## config.mk

```make
export PLATFORM = sky130hd
export DESIGN_NAME = velocity_ramp
export DESIGN_NICKNAME = d
export VERILOG_FILES = /design/src/rtl/ctrl_pkg.sv /design/src/rtl/slew_limiter.sv /design/src/rtl/velocity_ramp.sv
export SDC_FILE = /design/constraint.sdc
export NUM_CORES = 1
export LEC_CHECK = 0
export ABC_AREA = 1
export CELL_PAD_IN_SITES_DETAIL_PLACEMENT = 1
export CELL_PAD_IN_SITES_GLOBAL_PLACEMENT = 1
export CORE_ASPECT_RATIO = 2
export CORE_MARGIN = 8
export CORE_UTILIZATION = 44
export DETAILED_ROUTE_END_ITERATION = 12
export MAX_ROUTING_LAYER = met4
export PLACE_DENSITY = 0.88
export SLEW_MARGIN = 20
export SYNTH_ARGS = -nofsm -noshare
export SYNTH_HDL_FRONTEND = slang
export SYNTH_SLANG_ARGS = --single-unit
```

## constraint.sdc

```tcl
create_clock -name clk -period 10.3 [get_ports clk]
set_input_delay 1.03 -clock clk [delete_from_list [all_inputs] [get_ports clk]]
set_output_delay 1.03 -clock clk [all_outputs]
set_load 0.01 [all_outputs]
```

## src/rtl/ctrl_pkg.sv

```systemverilog
// Shared types and helpers for the velocity ramp control stage.
package ctrl_pkg;

  typedef enum logic [1:0] {
    IDLE  = 2'd0,
    APPLY = 2'd1,
    VEL   = 2'd2,
    POS   = 2'd3
  } state_t;

  localparam int VW_DEF = 32;
  localparam int PW_DEF = 48;

  // Wide enough to hold any VW+2 intermediate for the widths used here.
  localparam int CW = 64;
  typedef logic signed [CW-1:0] wide_t;

  // Symmetric saturation of x into [-lim, +lim]; lim must be non-negative.
  function automatic wide_t clamp_sym(input wide_t x, input wide_t lim);
    wide_t r;
    if (x > lim) begin
      r = lim;
    end else if (x < -lim) begin
      r = -lim;
    end else begin
      r = x;
    end
    return r;
  endfunction

endpackage

```

## src/rtl/slew_limiter.sv

```systemverilog
// Moves vel toward vt by at most a_max per evaluation.
// Latency: combinational.
// Backpressure: none; pure function of its inputs.
module slew_limiter #(
  parameter int VW = 32
) (
  input  logic [VW-1:0] vel,
  input  logic [VW-1:0] vt,
  input  logic [VW-2:0] a_max,
  output logic [VW-1:0] vel_next
);

  localparam int XW = VW + 2;

  logic signed [XW-1:0] vel_x;
  logic signed [XW-1:0] vt_x;
  logic signed [XW-1:0] amax_x;
  logic signed [XW-1:0] d_x;

  // Two guard bits keep vt - vel and vel +/- a_max free of overflow.
  assign vel_x  = {{2{vel[VW-1]}}, vel};
  assign vt_x   = {{2{vt[VW-1]}}, vt};
  assign amax_x = {3'b000, a_max};
  assign d_x    = vt_x - vel_x;

  always_comb begin
    vel_next = vt;
    if (d_x > amax_x) begin
      vel_next = VW'(vel_x + amax_x);
    end else if (d_x < -amax_x) begin
      vel_next = VW'(vel_x - amax_x);
    end
  end

endmodule

```

## src/rtl/velocity_ramp.sv

```systemverilog
// Per-tick setpoint commit, slew-limited velocity and position integration.
// Latency: update at N -> vel at N+3, pos and sample_vld at N+4; 4-cycle min period.
// Backpressure: none; ticks arriving while busy are dropped and flag overrun.
module velocity_ramp
  import ctrl_pkg::*;
#(
  parameter int VW = VW_DEF,
  parameter int PW = PW_DEF
) (
  input  logic          clk,
  input  logic          N_reset,
  input  logic          update,
  input  logic          enable,
  input  logic          wr_en,
  input  logic [VW-1:0] v_target,
  input  logic [VW-2:0] v_max,
  input  logic [VW-2:0] a_max,
  input  logic          pos_clear,
  input  logic          ovr_clear,
  output logic [PW-1:0] pos,
  output logic [VW-1:0] vel,
  output logic          sample_vld,
  output logic          busy,
  output logic          overrun
);

  state_t state;
  state_t state_nxt;

  logic ld_act;
  logic ld_vel;
  logic ld_pos;

  logic signed [VW-1:0] sh_vt;
  logic        [VW-2:0] sh_vmax;
  logic        [VW-2:0] sh_amax;

  logic signed [VW-1:0] act_vt;
  logic        [VW-2:0] act_vmax;
  logic        [VW-2:0] act_amax;
  logic                 act_en;

  logic signed [VW-1:0] vel_r;
  logic signed [VW-1:0] vt;
  logic        [VW-1:0] vel_next;
  logic signed [PW-1:0] pos_r;

  always_ff @(posedge clk or negedge N_reset) begin
    if (!N_reset) begin
      state <= IDLE;
    end else begin
      state <= state_nxt;
    end
  end

  always_comb begin
    state_nxt = state;
    unique case (state)
      IDLE:    if (update) state_nxt = APPLY;
      APPLY:   state_nxt = VEL;
      VEL:     state_nxt = POS;
      POS:     state_nxt = IDLE;
      default: state_nxt = IDLE;
    endcase
  end

  always_comb begin
    ld_act = (state == APPLY);
    ld_vel = (state == VEL);
    ld_pos = (state == POS);
    busy   = (state != IDLE);
  end

  // Shadow is always writable; APPLY samples it before a same-cycle write lands.
  always_ff @(posedge clk or negedge N_reset) begin
    if (!N_reset) begin
      sh_vt   <= '0;
      sh_vmax <= '0;
      sh_amax <= '0;
    end else if (wr_en) begin
      sh_vt   <= v_target;
      sh_vmax <= v_max;
      sh_amax <= a_max;
    end
  end

  always_ff @(posedge clk or negedge N_reset) begin
    if (!N_reset) begin
      act_vt   <= '0;
      act_vmax <= '0;
      act_amax <= '0;
      act_en   <= 1'b0;
    end else if (ld_act) begin
      act_vt   <= sh_vt;
      act_vmax <= sh_vmax;
      act_amax <= sh_amax;
      act_en   <= enable;
    end
  end

  assign vt = act_en ? VW'(clamp_sym(wide_t'(act_vt), wide_t'(act_vmax))) : '0;

  slew_limiter #(
    .VW(VW)
  ) u_slew (
    .vel      (vel_r),
    .vt       (vt),
    .a_max    (act_amax),
    .vel_next (vel_next)
  );

  always_ff @(posedge clk or negedge N_reset) begin
    if (!N_reset) begin
      vel_r <= '0;
    end else if (ld_vel) begin
      vel_r <= vel_next;
    end
  end

  // The size cast sign-extends (or truncates) vel into the position width.
  always_ff @(posedge clk or negedge N_reset) begin
    if (!N_reset) begin
      pos_r <= '0;
    end else if (pos_clear) begin
      pos_r <= '0;
    end else if (ld_pos) begin
      pos_r <= pos_r + PW'(vel_r);
    end
  end

  always_ff @(posedge clk or negedge N_reset) begin
    if (!N_reset) begin
      sample_vld <= 1'b0;
    end else begin
      sample_vld <= ld_pos;
    end
  end

  // A fresh overrun event takes priority over a simultaneous clear.
  always_ff @(posedge clk or negedge N_reset) begin
    if (!N_reset) begin
      overrun <= 1'b0;
    end else if (update && busy) begin
      overrun <= 1'b1;
    end else if (ovr_clear) begin
      overrun <= 1'b0;
    end
  end

  assign pos = pos_r;
  assign vel = vel_r;

endmodule

```

== Word-level counts from Yosys, hierarchy flattened ==
Cells that the tools add are included.
Word-level totals
  word-level logic and storage cells: 42
  output and inout port bits: 83
  bits of input ports: 101
  register bits after elaboration: 273
Operators by class
  mux-type cells: 11
  equality and inequality tests: 4
  $lt $le $gt $ge: 4
  add/sub/neg operators: 6
  reduce and logical (&&, ||, !) cells: 5
Operators by type and width (number)
  32-bit 2-to-1 mux: 5
  48-bit 2-to-1 mux: 2
  32-bit by 64-bit < comparator with 1-bit output: 1
  31-bit negation with 64-bit output: 1
  48-bit by 32-bit adder with 48-bit output: 1
  34-bit by 32-bit > comparator with 1-bit output: 1
  34-bit < comparator: 1
  31-bit negation with 34-bit output: 1
  32-bit by 32-bit subtractor with 33-bit output: 1
  32-bit adder: 1
  32-bit > comparator: 1
  32-bit subtractor: 1
  2-bit one-hot mux with 4 select lines: 1
  2-bit nonzero test: 3
  2-bit equality test, second input constant: 2
  2-bit by 1-bit equality test with 1-bit output, second input constant: 1
  2-bit logical NOT: 1
  1-bit 2-to-1 mux: 2
  2-bit 2-to-1 mux: 1
  2-bit inequality test, second input constant: 1
  1-bit logical AND: 1

== Logic depth before layout (Yosys ltp) ==
  depth after elaboration: 9
  gate-level depth with buffers: 68

== Cells and area by module ==
A second synthesis with hierarchy kept.
Unflattened totals
  cell total of the unflattened synthesis: 3576
  area, all modules: 25677.1 um^2
By module, submodules not included
  velocity_ramp: instances 1, cells each 2182, area each 17251.5 um^2, sequential area each 6831.6 um^2
  slew_limiter: instances 1, cells each 1394, area each 8425.6 um^2, sequential area each 0.0 um^2

== Worst setup path before layout ==
Ideal clock, no wire load.
  path kind: reg-to-reg
  from: register act_vmax[0]
  to: register vel_r[13] (netlist: vel[13])
  slack: 3.109 ns
  data required time: 10.182 ns
  buffers on the path: 2
  arrival: 7.073 ns
  cell stages (with the launch flop): 60
  library setup time: 0.118 ns
  period minus slack after synthesis: 7.191 ns
  cells stage by stage: dfrtp_1 inv_1 ha_1 nand2_1 nor4_2 nand4_1 nor2_1 nand3_1 nor2_1 nand3_1 nor3_1 nand3_1 inv_1 nand2_1 nor3_1 ha_1 inv_1 ha_1 [... 24 more ...] a21oi_1 nor2_1 nor2_1 xor2_1 ha_1 a21oi_1 or2_2 nand3_1 inv_1 nand2_1 nand2_2 nand2_2 buf_4 nand2_1 nand2_1 nand2_1 nand3_1 nand2_1
On the way
  cells in the longest elaborated chain, start to end: 9
RTL lines
  start, declared: line velocity_ramp.sv:39  | logic [VW-2:0] act_vmax;
  start signal, assigned: line velocity_ramp.sv:95  | act_vmax <= sh_vmax;
  31-bit negation with 64-bit output: line ctrl_pkg.sv:24  | r = -lim;
  32-bit by 64-bit < comparator with 1-bit output: line ctrl_pkg.sv:23  | end else if (x < -lim) begin
  32-bit 2-to-1 mux: line ctrl_pkg.sv:23
  32-bit 2-to-1 mux (*): line ctrl_pkg.sv:21  | if (x > lim) begin
  32-bit 2-to-1 mux (*): line velocity_ramp.sv:101  | assign vt = act_en ? VW'(clamp_sym(wide_t'(act_vt), wide_t'(act_vmax))) : '0;
  32-bit by 32-bit subtractor with 33-bit output: line slew_limiter.sv:24  | assign d_x = vt_x - vel_x;
  34-bit < comparator: line slew_limiter.sv:30  | end else if (d_x < -amax_x) begin
  32-bit 2-to-1 mux: line slew_limiter.sv:30
  32-bit 2-to-1 mux (*): line slew_limiter.sv:28  | if (d_x > amax_x) begin
  end signal, assigned: line velocity_ramp.sv:116  | vel_r <= vel_next;
  end, declared: line velocity_ramp.sv:43  | logic signed [VW-1:0] vel_r;
Mark *: on every way between the ends. The rest lies on a longest branch, timed or not.
A chain may end at the register's enable or synchronous reset.

== Worst setup path in the final report ==
  from: register act_vmax[0]
  to: register vel_r[1] (netlist: vel[1])
Same word-level chain as after synthesis.

==> results.json <==
{
  "drv_cap": 0,
  "final_common_cell": "nand2_1",
  "r2r_end": "vel[1]",
  "drtAntennaViolNets": 0,
  "ys_async_sr_fraction": 1.000,
  "grt_max_degree": 105,
  "grt_pass1_vias": 28570,
  "maxSlewViolCount": 0,
  "critical_path.slowest_cell": "dfrtp_1",
  "yosysWarningCount": 0,
  "cts_root_buffer": "clkbuf_16",
  "synth-seq-cells": 273,
  "crit_top_cell": "nand2_1",
  "synth_top_family_by_area": "simple AND/OR/NAND/NOR gates",
  "final_cell_mix": "nand2_1 (891), inv_1 (481), ha_1 (298), nor2_1 (281), a21oi_1 (281)",
  "antenna_cells": 0,
  "critPathLaunchType": "register",
  "worst-setup-path-type": "reg2reg",
  "vias": 25890,
  "first_pass_iters": 5,
  "syn_inst": 3606,
  "clock-sinks": 273,
  "place_hpwl_um": 82380,
  "period_share": 0.9322,
  "clk_pin_slew_ns": 0.07,
  "die_h_um": 354.2,
  "synthAdderAreaFrac": 0.1518,
  "status": "finished, final reports clean",
  "die-width_um": 185.1,
  "grt_usage": 0.3206,
  "htree_levels": 1,
  "worst_pin_slew_ns": 1.116,
  "synthSimpleGateAreaFrac": 0.2615,
  "drcViolationCount": 0,
  "rows": 124,
  "coreArea_um2": 56940,
  "slew_headroom": 0.2482,
  "worstSetupStartpoint": "act_vmax[0]",
  "avgRoutedWirePerCell_um": 22.69,
  "synth_top_cell_by_area": "dfrtp_1",
  "synth_top_area_share": 0.2715,
  "post-route-min-period_ns": 9.602,
  "postCtsSetupRepairBufs": 0,
  "synthesis.area_um2": 25170,
  "fmax_mhz": 104.2,
  "worstPathArrival_ns": 10.10,
  "critPathMaxStageDelay_ns": 0.42,
  "place_congestion": 0.9995,
  "reg2reg_depth": 58,
  "overflow": 0,
  "boundaryPins": 184,
  "r2r_slack_ns": 0.70,
  "yosys-mux-area-fraction": 0.02909,
  "mappedNetlistNets": 4010,
  "synth_edf_count": 0,
  "dieArea_um2": 65570,
  "ys.flop_type": "dfrtp_1",
  "synth_xor_area_frac": 0.04733,
  "hold_violations": 0,
  "ys_types": 58,
  "hold_path_class": "in2async",
  "area_growth_syn_to_layout_pct": 13.98,
  "endpoint_kind": "register",
  "required_ns": 10.80,
  "final_nets": 4140,
  "clk_latency_ns": 0.61,
  "yosys-top-cells-area": "dfrtp_1 (27%), ha_1 (15%), nand2_1 (13%)",
  "clock_path_buffers": 3,
  "yosysSeqAreaShare": 0.2715,
  "initial_utilization": 0.4420,
  "routed_via_density": 5.738,
  "finClkSkew_ns": 0.01940,
  "cts_tree": "yes",
  "cp-endpoint": "vel[1]",
  "cp_max_fo": 32,
  "rr_startpoint": "act_vmax[0]",
  "drtIter0Drc": 1086,
  "avgSynthCellArea_um2": 6.979,
  "dpl.cell_count": 4462,
  "synth-compound-area-share": 0.1454,
  "grt_pass1_wl_um": 157700,
  "finalSetupViolations": 0,
  "finalWirelength_um": 102400,
  "cts_buffers": 28,
  "io_buffers": 183,
  "antenna_found_initial": 0,
  "fin_cells": 4512,
  "drive_above_1_share": 0.05564
}
-- final cells by class --
cell class                 count  area [um^2]
clock buffer                  36        782.0
clock inverter                14        142.6
fill                        7443        28260
inverter                     492         1847
multi-input combinational   2724        16020
sequential                   273         6832
tap                          756        945.9
timing repair buffer         217         2110
-- cell usage after synthesis (11+ instances only) --
cell / count
o21bai_1: 13
o21ai_0: 277
clkbuf_1: 89
nand4_1: 76
a31oi_1: 28
xnor2_1: 11
nand2_1: 891
xor2_1: 125
o31ai_1: 14
inv_1: 481
mux2_2: 65
buf_2: 18
dfrtp_1: 273
o21a_1: 13
ha_1: 299
nand3_1: 169
nor3_1: 44
nor2_1: 282
a21oi_1: 281
a21o_1: 15
nor4_1: 28
-- worst min-delay path by stage --
| stage | startpoint | endpoint | slack, ns |
|---|---|---|---|
| floorplan | sh_amax[22] | act_amax[22] | 0.45 |
| detailed placement | sh_amax[24] | act_amax[24] | 0.47 |
| global placement | sh_amax[23] | act_amax[23] | 0.46 |
| finish | N_reset | sample_vld | 0.47 |
| global route | sh_vmax[25] | act_vmax[25] | 0.51 |
| CTS | sh_amax[2] | act_amax[2] | 0.49 |
-- per-layer routing --
metal  GRT usage  part of all wire
met1      0.2869              0.33
met2      0.5867              0.53
met3     0.02724             0.030
met4      0.2890              0.11
met5           -                 0
-- per-stage QoR --
stage	area, um^2	setup WS, ns	util	setup TNS, ns	hold slack (ns)
after floorplan	25170	3.109	-	0	0.4460
after global placement	27730	0.7763	0.4870	0	0.4632
after detailed placement	27730	0.4448	0.4870	0	0.4743
after CTS	28660	0.4253	0.5033	0	0.4921
after global routing	28680	-0.05117	0.5037	-0.09866	0.5144
final	28680	0.6984	0.5037	0	0.4740
-- registers in the layout (all words and copies together) (netlist names) --
name and cells:
act_amax 31, act_en 1, act_vmax 31, act_vt 32
overrun 1, pos 48, sample_vld 1, sh_amax 31
sh_vmax 31, sh_vt 32, state 2, vel 32
-- cell families (layout without fill, tap and decap cells) --
family,count (synthesis),count (layout)
adders and majority gates,303,303
muxes,65,65
AOI/OAI and AO/OA,677,677
buffers and inverters,609,759
xor gates and xnor gates,136,136
and+or+nand+nor,1543,1543
DFF,273,273
-- timing repair --
item,4_1_cts,5_1_grt
setup endpoints to repair,0,32
hold buffers,0,0
resized for setup,0,7
-- worst max-delay path, delay by kind of cell, from the launching register on --
kind / cells / cell delay (ns)
AO/OA/AOI/OAI: 7 / 1.42
AND/OR/NAND/NOR: 37 / 4.90
XOR/XNOR: 1 / 0.29
buffers and inverters: 7 / 0.94
flip-flops: 1 / 0.42
adder cells (fa/ha/maj): 6 / 1.45
Power is left out: the tool's default activity adds up to more than one toggle a clock period on the data nets, which glitch-free logic cannot reach.
